`config.mk`:
```
export PLATFORM = sky130hd
export DESIGN_NAME = vec_store_unit
export DESIGN_NICKNAME = d
export VERILOG_FILES = /design/src/rtl/vec_store_pkg.sv /design/src/rtl/vec_store_lane_align.sv /design/src/rtl/vec_store_unit.sv
export SDC_FILE = /design/constraint.sdc
export NUM_CORES = 2
export LEC_CHECK = 0
export BUFFER_PORTS_ARGS = -buffer_cell sky130_fd_sc_hd__buf_2
export CAP_MARGIN = 10
export CORE_AREA = 2 2 467 469
export DETAILED_ROUTE_END_ITERATION = 10
export DIE_AREA = 0 0 469 471
export PLACE_DENSITY_LB_ADDON = 0.12
export SKIP_LAST_GASP = 1
export SYNTH_ARGS = -nofsm -noshare
export SYNTH_HDL_FRONTEND = slang
export SYNTH_SLANG_ARGS = --single-unit
```
`constraint.sdc`:
```
create_clock -name i_clk -period 77.1 [get_ports i_clk]
set_input_delay 15.42 -clock i_clk [delete_from_list [all_inputs] [get_ports i_clk]]
set_output_delay 15.42 -clock i_clk [all_outputs]
set_load 0.02 [all_outputs]
```
`src/rtl/vec_store_pkg.sv`:
```
// Shared vector-store definitions: FSM state type and EEW width encodings.
// The load unit and the vector controller reuse these too.
package vec_store_pkg;

  typedef enum logic [1:0] {
    StIdle  = 2'd0,
    StStore = 2'd1,
    StDone  = 2'd2
  } state_e;

  localparam logic [2:0] EEW8  = 3'b000;
  localparam logic [2:0] EEW16 = 3'b101;
  localparam logic [2:0] EEW32 = 3'b110;

  // Element size in bytes; 0 marks an illegal encoding.
  function automatic logic [2:0] eew_bytes(input logic [2:0] width);
    logic [2:0] bytes;
    case (width)
      EEW8:    bytes = 3'd1;
      EEW16:   bytes = 3'd2;
      EEW32:   bytes = 3'd4;
      default: bytes = 3'd0;
    endcase
    return bytes;
  endfunction

endpackage

```
`src/rtl/vec_store_lane_align.sv`:
```
// Lane alignment for the vector store unit (combinational).
// Extracts element i_idx of width i_width from i_data, replicates it across the
// memory bus and builds the byte strobes starting at the address lane i_addr_lo.
//   i_data      captured vector register group
//   i_idx       element index
//   i_width     EEW encoding
//   i_addr_lo   low address bits (byte lane within the bus word)
//   o_data      replicated element
//   o_byte_en   EEW/8 consecutive strobes shifted to the address lane
module vec_store_lane_align
  import vec_store_pkg::*;
#(
  parameter int unsigned DATA_WIDTH = 512,
  parameter int unsigned XLEN       = 32,
  parameter int unsigned IDX_W      = 6,
  parameter int unsigned LANE_W     = 2
) (
  input  logic [DATA_WIDTH-1:0] i_data,
  input  logic [IDX_W-1:0]      i_idx,
  input  logic [2:0]            i_width,
  input  logic [LANE_W-1:0]     i_addr_lo,
  output logic [XLEN-1:0]       o_data,
  output logic [XLEN/8-1:0]     o_byte_en
);

  localparam int unsigned SH_W = IDX_W + 5;
  localparam int unsigned BE_W = XLEN / 8;

  logic [SH_W-1:0] w_bit_off;
  logic [BE_W-1:0] w_be_base;
  logic [XLEN-1:0] w_elem;

  always_comb begin
    w_bit_off = '0;
    w_be_base = '0;
    case (i_width)
      EEW8: begin
        w_bit_off = SH_W'(i_idx) << 3;
        w_be_base = BE_W'(4'b0001);
      end
      EEW16: begin
        w_bit_off = SH_W'(i_idx) << 4;
        w_be_base = BE_W'(4'b0011);
      end
      EEW32: begin
        w_bit_off = SH_W'(i_idx) << 5;
        w_be_base = BE_W'(4'b1111);
      end
      default: ;
    endcase
  end

  // Only the low XLEN bits of the shifted group can hold the element.
  assign w_elem = XLEN'(i_data >> w_bit_off);

  always_comb begin
    o_data = '0;
    case (i_width)
      EEW8:    o_data = {(XLEN/8){w_elem[7:0]}};
      EEW16:   o_data = {(XLEN/16){w_elem[15:0]}};
      EEW32:   o_data = {(XLEN/32){w_elem[31:0]}};
      default: ;
    endcase
  end

  assign o_byte_en = w_be_base << i_addr_lo;

endmodule

```
`src/rtl/vec_store_unit.sv`:
```
// Vector store unit: captures a vector register group on i_start and writes each
// active element to memory over a valid/ready handshake, skipping v0-masked ones.
//   i_start/base_addr/stride/stride_sel/width/vl/vm/vs3_data/v0_mask_data: request
//   i_mem_ready       memory accepts the current write
//   o_lsu2mem_*       registered write request (addr, replicated data, strobes, valid)
//   o_busy            high outside IDLE
//   o_is_stored       completion pulse; o_store_err error pulse alongside it
module vec_store_unit
  import vec_store_pkg::*;
#(
  parameter int unsigned DATA_WIDTH = 512,
  parameter int unsigned XLEN       = 32,
  parameter int unsigned MASK_WIDTH = 512
) (
  input  logic                  i_clk,
  input  logic                  i_reset,
  input  logic                  i_start,
  input  logic [XLEN-1:0]       i_base_addr,
  input  logic [XLEN-1:0]       i_stride,
  input  logic                  i_stride_sel,
  input  logic [2:0]            i_width,
  input  logic [XLEN-1:0]       i_vl,
  input  logic                  i_vm,
  input  logic [DATA_WIDTH-1:0] i_vs3_data,
  input  logic [MASK_WIDTH-1:0] i_v0_mask_data,
  input  logic                  i_mem_ready,
  output logic [XLEN-1:0]       o_lsu2mem_addr,
  output logic [XLEN-1:0]       o_lsu2mem_data,
  output logic [XLEN/8-1:0]     o_lsu2mem_byte_en,
  output logic                  o_lsu2mem_wr_en,
  output logic                  o_busy,
  output logic                  o_is_stored,
  output logic                  o_store_err
);

  localparam int unsigned IDX_W  = $clog2(DATA_WIDTH / 8);
  localparam int unsigned VL_W   = IDX_W + 1;
  localparam int unsigned BE_W   = XLEN / 8;
  localparam int unsigned LANE_W = $clog2(BE_W);

  state_e                r_state, w_state_d;
  logic [IDX_W-1:0]      r_idx, w_idx_d;
  logic [XLEN-1:0]       r_addr, w_addr_d;
  logic                  r_err, w_err_d;
  logic [XLEN-1:0]       r_stride;
  logic                  r_stride_sel;
  logic [2:0]            r_width;
  logic [VL_W-1:0]       r_vl;
  logic                  r_vm;
  logic [DATA_WIDTH-1:0] r_vs3;
  logic [MASK_WIDTH-1:0] r_v0;

  logic                  r_wr_en;
  logic [XLEN-1:0]       r_mem_addr, r_mem_data;
  logic [BE_W-1:0]       r_byte_en;

  logic                  w_load;
  logic                  w_idle;
  logic [2:0]            w_width_src;
  logic                  w_vm_src;
  logic [DATA_WIDTH-1:0] w_vs3_src;
  logic [MASK_WIDTH-1:0] w_v0_src;
  logic [2:0]            w_eew_bytes;
  logic [LANE_W-1:0]     w_align_mask;
  logic [XLEN-1:0]       w_max_vl;
  logic                  w_req_ok;
  logic                  w_cur_active, w_cur_misal, w_last;
  logic [XLEN-1:0]       w_step;
  logic                  w_nxt_active, w_nxt_misal, w_wr_en_d;
  logic [XLEN-1:0]       w_lane_data;
  logic [BE_W-1:0]       w_lane_be;

  // Outputs are registered from next-state values, so in IDLE the request
  // inputs stand in for the not-yet-captured registers.
  assign w_idle      = (r_state == StIdle);
  assign w_width_src = w_idle ? i_width        : r_width;
  assign w_vm_src    = w_idle ? i_vm           : r_vm;
  assign w_vs3_src   = w_idle ? i_vs3_data     : r_vs3;
  assign w_v0_src    = w_idle ? i_v0_mask_data : r_v0;

  assign w_eew_bytes  = eew_bytes(w_width_src);
  assign w_align_mask = LANE_W'(w_eew_bytes - 3'd1);

  always_comb begin
    w_max_vl = '0;
    case (i_width)
      EEW8:    w_max_vl = XLEN'(DATA_WIDTH / 8);
      EEW16:   w_max_vl = XLEN'(DATA_WIDTH / 16);
      EEW32:   w_max_vl = XLEN'(DATA_WIDTH / 32);
      default: ;
    endcase
  end

  assign w_req_ok = (w_eew_bytes != 3'd0) && (i_vl <= w_max_vl) &&
                    ((i_base_addr[LANE_W-1:0] & w_align_mask) == '0);

  assign w_cur_active = r_vm | r_v0[r_idx];
  assign w_cur_misal  = |(r_addr[LANE_W-1:0] & w_align_mask);
  assign w_last       = ({1'b0, r_idx} == (r_vl - VL_W'(1)));
  assign w_step       = r_stride_sel ? r_stride : XLEN'(w_eew_bytes);

  always_comb begin
    w_state_d = r_state;
    w_idx_d   = r_idx;
    w_addr_d  = r_addr;
    w_err_d   = r_err;
    w_load    = 1'b0;
    unique case (r_state)
      StIdle: begin
        if (i_start) begin
          if (!w_req_ok) begin
            w_state_d = StDone;
            w_err_d   = 1'b1;
          end else if (i_vl == '0) begin
            w_state_d = StDone;
            w_err_d   = 1'b0;
          end else begin
            w_state_d = StStore;
            w_load    = 1'b1;
            w_idx_d   = '0;
            w_addr_d  = i_base_addr;
            w_err_d   = 1'b0;
          end
        end
      end
      StStore: begin
        if (w_cur_active && w_cur_misal) begin
          // Strided walk hit a misaligned address: abort without writing it.
          w_state_d = StDone;
          w_err_d   = 1'b1;
        end else if (!w_cur_active || i_mem_ready) begin
          if (w_last) begin
            w_state_d = StDone;
          end else begin
            w_idx_d  = r_idx + IDX_W'(1);
            w_addr_d = r_addr + w_step;
          end
        end
      end
      StDone:  w_state_d = StIdle;
      default: w_state_d = StIdle;
    endcase
  end

  assign w_nxt_active = w_vm_src | w_v0_src[w_idx_d];
  assign w_nxt_misal  = |(w_addr_d[LANE_W-1:0] & w_align_mask);
  assign w_wr_en_d    = (w_state_d == StStore) && w_nxt_active && !w_nxt_misal;

  vec_store_lane_align #(
    .DATA_WIDTH (DATA_WIDTH),
    .XLEN       (XLEN),
    .IDX_W      (IDX_W),
    .LANE_W     (LANE_W)
  ) u_lane_align (
    .i_data    (w_vs3_src),
    .i_idx     (w_idx_d),
    .i_width   (w_width_src),
    .i_addr_lo (w_addr_d[LANE_W-1:0]),
    .o_data    (w_lane_data),
    .o_byte_en (w_lane_be)
  );

  always_ff @(posedge i_clk or posedge i_reset) begin
    if (i_reset) begin
      r_state      <= StIdle;
      r_idx        <= '0;
      r_addr       <= '0;
      r_err        <= 1'b0;
      r_stride     <= '0;
      r_stride_sel <= 1'b0;
      r_width      <= '0;
      r_vl         <= '0;
      r_vm         <= 1'b0;
      r_vs3        <= '0;
      r_v0         <= '0;
      r_wr_en      <= 1'b0;
      r_mem_addr   <= '0;
      r_mem_data   <= '0;
      r_byte_en    <= '0;
    end else begin
      r_state    <= w_state_d;
      r_idx      <= w_idx_d;
      r_addr     <= w_addr_d;
      r_err      <= w_err_d;
      r_wr_en    <= w_wr_en_d;
      r_mem_addr <= w_wr_en_d ? w_addr_d    : '0;
      r_mem_data <= w_wr_en_d ? w_lane_data : '0;
      r_byte_en  <= w_wr_en_d ? w_lane_be   : '0;
      if (w_load) begin
        r_stride     <= i_stride;
        r_stride_sel <= i_stride_sel;
        r_width      <= i_width;
        r_vl         <= i_vl[VL_W-1:0];
        r_vm         <= i_vm;
        r_vs3        <= i_vs3_data;
        r_v0         <= i_v0_mask_data;
      end
    end
  end

  assign o_lsu2mem_addr    = r_mem_addr;
  assign o_lsu2mem_data    = r_mem_data;
  assign o_lsu2mem_byte_en = r_byte_en;
  assign o_lsu2mem_wr_en   = r_wr_en;
  assign o_busy            = (r_state != StIdle);
  assign o_is_stored       = (r_state == StDone);
  assign o_store_err       = (r_state == StDone) && r_err;

endmodule

```
==> impl_metrics.toml <==
[detailed_routing]
vias = 55700
final_antenna_net_count = 0
drcViolationCount = 0
drtPass1Iterations = 6
wl_per_cell_um = 33.9
wirelength_mm = 337
avgViaCountPerCell = 5.61
drt_iter0_drc = 6795

[critical_path]
crit_type = "in2reg"
required_ns = 77.66
crit_slowest_cell = "nand4_1"
critPathArrivalTime_ns = 24.23
crit_fanout = 107
end_kind = "register"
crit_path_frequent_cell = "buf_4"
startpoint_type = "primary input"
cpPeakStageDelay_ns = 0.81
cp_cell_sequence = "buf_2 > nor3_1 > inv_1 > o21ai_2 > buf_4 > inv_2 > ha_1 > nand2b_1 > nand3_1 > nor4_4 > a21oi_4 > buf_4 > nand4_1 > o22ai_4 > buf_12 > buf_4 > buf_4 > mux4_2 > nand2_1 > a31oi_1 > o221ai_1 > o32a_1 > nand2b_1 > a31oi_1"

[place]
port_buffers = 752
gp_congestion = 0.944
post-dp-hpwl_mm = 255

[clocking]
clkLatencyLatePin_ns = 0.77
cts_resized = 0
cts_setup_buffers = 0
cts-buffers-inserted = 99
clk_path_buf_depth = 3
root_buffer = "clkbuf_16"
cts_tree = "yes"
htree_num_levels = 3
cts.sinks = 730
clk_pin_slew_ns = 0.06
hold_buffers = 0

[power_and_ir_drop]
combPwrFrac_pct = 26.6
p_clk_share_pct = 40.9
switching_share_pct = 35.8
p_seq_share_pct = 32.5
ir_drop_v = 0.0000177
p_leak_nw = 30.4
p_per_area_nw_per_um2 = 18.6
power.internal_mw = 0.756
p_switching_mw = 0.422

[sta]
setup-violations-final = 0
rsz0062_at_grt = "no"
final_hold_viol_count = 0
fin_crit_ns = 23.67
timing.fmax_mhz = 42.3
slew_viol_final = 0
slew_headroom_pct = 12.1
finalSetupTns_ns = 0
whs_ns = 0.462
skew_ns = 0.0391
final.period_utilization_pct = 30.7
worst_pin_slew_ns = 1.31

[logic_synthesis]
yosysUniqueCellTypes = 94
yosys_warnings = 0
yosys.area.top_type = "dfrtp_1"
synthTopCellsByCount = "nand2_1, dfrtp_1, mux4_2, clkbuf_1, mux2i_1"
ys_seq_elements = 730
ys_async_sr_fraction_pct = 100
syn_nets = 7615
synth_most_common_cell = "nand2_1"
synthTopCellsByArea = "dfrtp_1, nand2_1, mux4_2, mux2i_1, a21oi_1"
ys_seq_area_share_pct = 34.2
yosys_most_used_dff = "dfrtp_1"
syn_area_per_cell_um2 = 8.29
synth_top_area_share_pct = 34.2
synth_edf_count = 0
syn-cell-area_um2 = 53400
syn_inst = 6448

[cells_and_area]
nFillCells = 23300
area_growth_syn_to_layout_pct = 18.7
drive_above_1_share_pct = 21.2
final_nets = 8081

[status]
status = "completed"

[floorplan]
start_util_pct = 24.7
dieArea_um2 = 221000
coreArea_um2 = 216000
io_pins = 1201
die_y_um = 471
dieWidth_um = 469
rows = 171

[global_routing]
grt_first_pass_wirelength_mm = 455
grt_max_degree = 171
grt_antenna_before_repair = 198
grt-ovfl-total = 0
grt_pass1_vias = 52000
grt.total_usage_pct = 29.5

[min_path]
hold_class = "reg2reg"

[flow_run]
maxCapViolCount = 0
## cell type report
cell class	count	area, um^2	share of cell area (%)
Sequential cell	730	18300	28.8
Clock inverter	35	403	0.635
Tap cell	2854	3570	5.63
Inverter	39	159	0.250
Timing Repair Buffer	901	5010	7.89
Clock buffer	147	2900	4.57
Multi-Input combinational cell	5143	33000	51.9
Antenna cell	75	188	0.296
## path summary, 6_finish.rpt
check | start | slack, ns | endpoint | cells past startpoint
worst max register to register | r_state[0]$_DFF_PP0_ | 67.23 | o_lsu2mem_data[18]$_DFF_PP0_ | 25
worst max-delay path | i_width[0] | 53.43 | o_lsu2mem_data[18]$_DFF_PP0_ | 24
worst min-delay path | r_vs3[351]$_DFFE_PP0P_ | 0.46 | r_vs3[351]$_DFFE_PP0P_ | 2
max in group asynchronous | i_reset | 59.35 | r_vs3[377]$_DFFE_PP0P_ | 5
worst min register to register | r_vs3[351]$_DFFE_PP0P_ | 0.46 | r_vs3[351]$_DFFE_PP0P_ | 2
min in group asynchronous | i_reset | 14.74 | r_vs3[62]$_DFFE_PP0P_ | 2
## sequential cells by signal, indices dropped and copies added (netlist names), 2 cells and up
register	cells
r_vs3	512
r_v0	64
o_lsu2mem_addr	32
o_lsu2mem_data	32
r_addr	32
r_stride	32
r_vl	7
r_idx	6
o_lsu2mem_byte_en	4
r_width	3
r_state	2
## cell families (layout without fill, tap and decap cells)
family / count (synthesis) / count (layout) / synth area share (%)
xor gates and xnor gates: 25 / 25 / 0.410
adders and majority gates: 38 / 38 / 0.904
AOI/OAI and AO/OA: 1182 / 1182 / 15.4
and+or+nand+nor: 3274 / 3274 / 24.9
DFF: 730 / 730 / 34.2
muxes: 624 / 624 / 19.6
other: 0 / 75 / 0
buffers and inverters: 575 / 1122 / 4.56
## layout by cell type (no fill, tap or decap), types with 26 or more instances in the layout
cell type and count:
a221oi_1 75, mux2i_1 267, o31ai_1 36, a21oi_1 262
nor2_1 204, a31oi_1 65, buf_4 139, inv_1 35
a22oi_1 66, nand3_1 148, o2111ai_1 27, mux4_2 337
nor3_1 97, buf_2 752, o211ai_1 81, a221o_1 26
clkbuf_16 99, and2_1 64, o21ai_0 172, ha_1 37
o22ai_1 46, a211oi_1 63, diode_2 75, dfrtp_1 730
nand2_1 2568, and3_1 38
## metrics by stage
stage | power [mW] | cells | setup WS [ns] | cell area [um^2] | utilization (%)
after global placement | 0.694 | 9667 | 52.89 | 60000 | 27.8
after CTS | 1.18 | 9849 | 53.67 | 63300 | 29.3
after detailed placement | 0.694 | 9667 | 52.88 | 60000 | 27.8
after global routing | 1.21 | 9866 | 53.15 | 63300 | 29.3
final | 1.18 | 9924 | 53.43 | 63500 | 29.4
after floorplan | 0.549 | 6448 | 41.20 | 53400 | -
## worst max-delay path, delay by kind of cell
kind                     cells  cell delay [ns]
AO/OA/AOI/OAI                7             2.86
buffers and inverters        8             2.89
adder cells (fa/ha/maj)      1             0.37
AND/OR/NAND/NOR              7             1.77
multiplexers                 1             0.47
## power groups by stage
stage	combinational [mW]	clock (mW)	sequential [mW]
floorplan	0.158	0	0.391
global placement	0.304	0	0.390
detailed placement	0.304	0	0.390
CTS	0.305	0.494	0.383
global route	0.321	0.509	0.383
finish	0.313	0.482	0.383
## metal layers
layer	wire length [um]	GRT usage, %
met3	37400	9.47
met4	10300	7.87
met2	137000	41.4
met1	151000	43.0
met5	878	0
No activity file was read; power rests on OpenSTA's default activity.
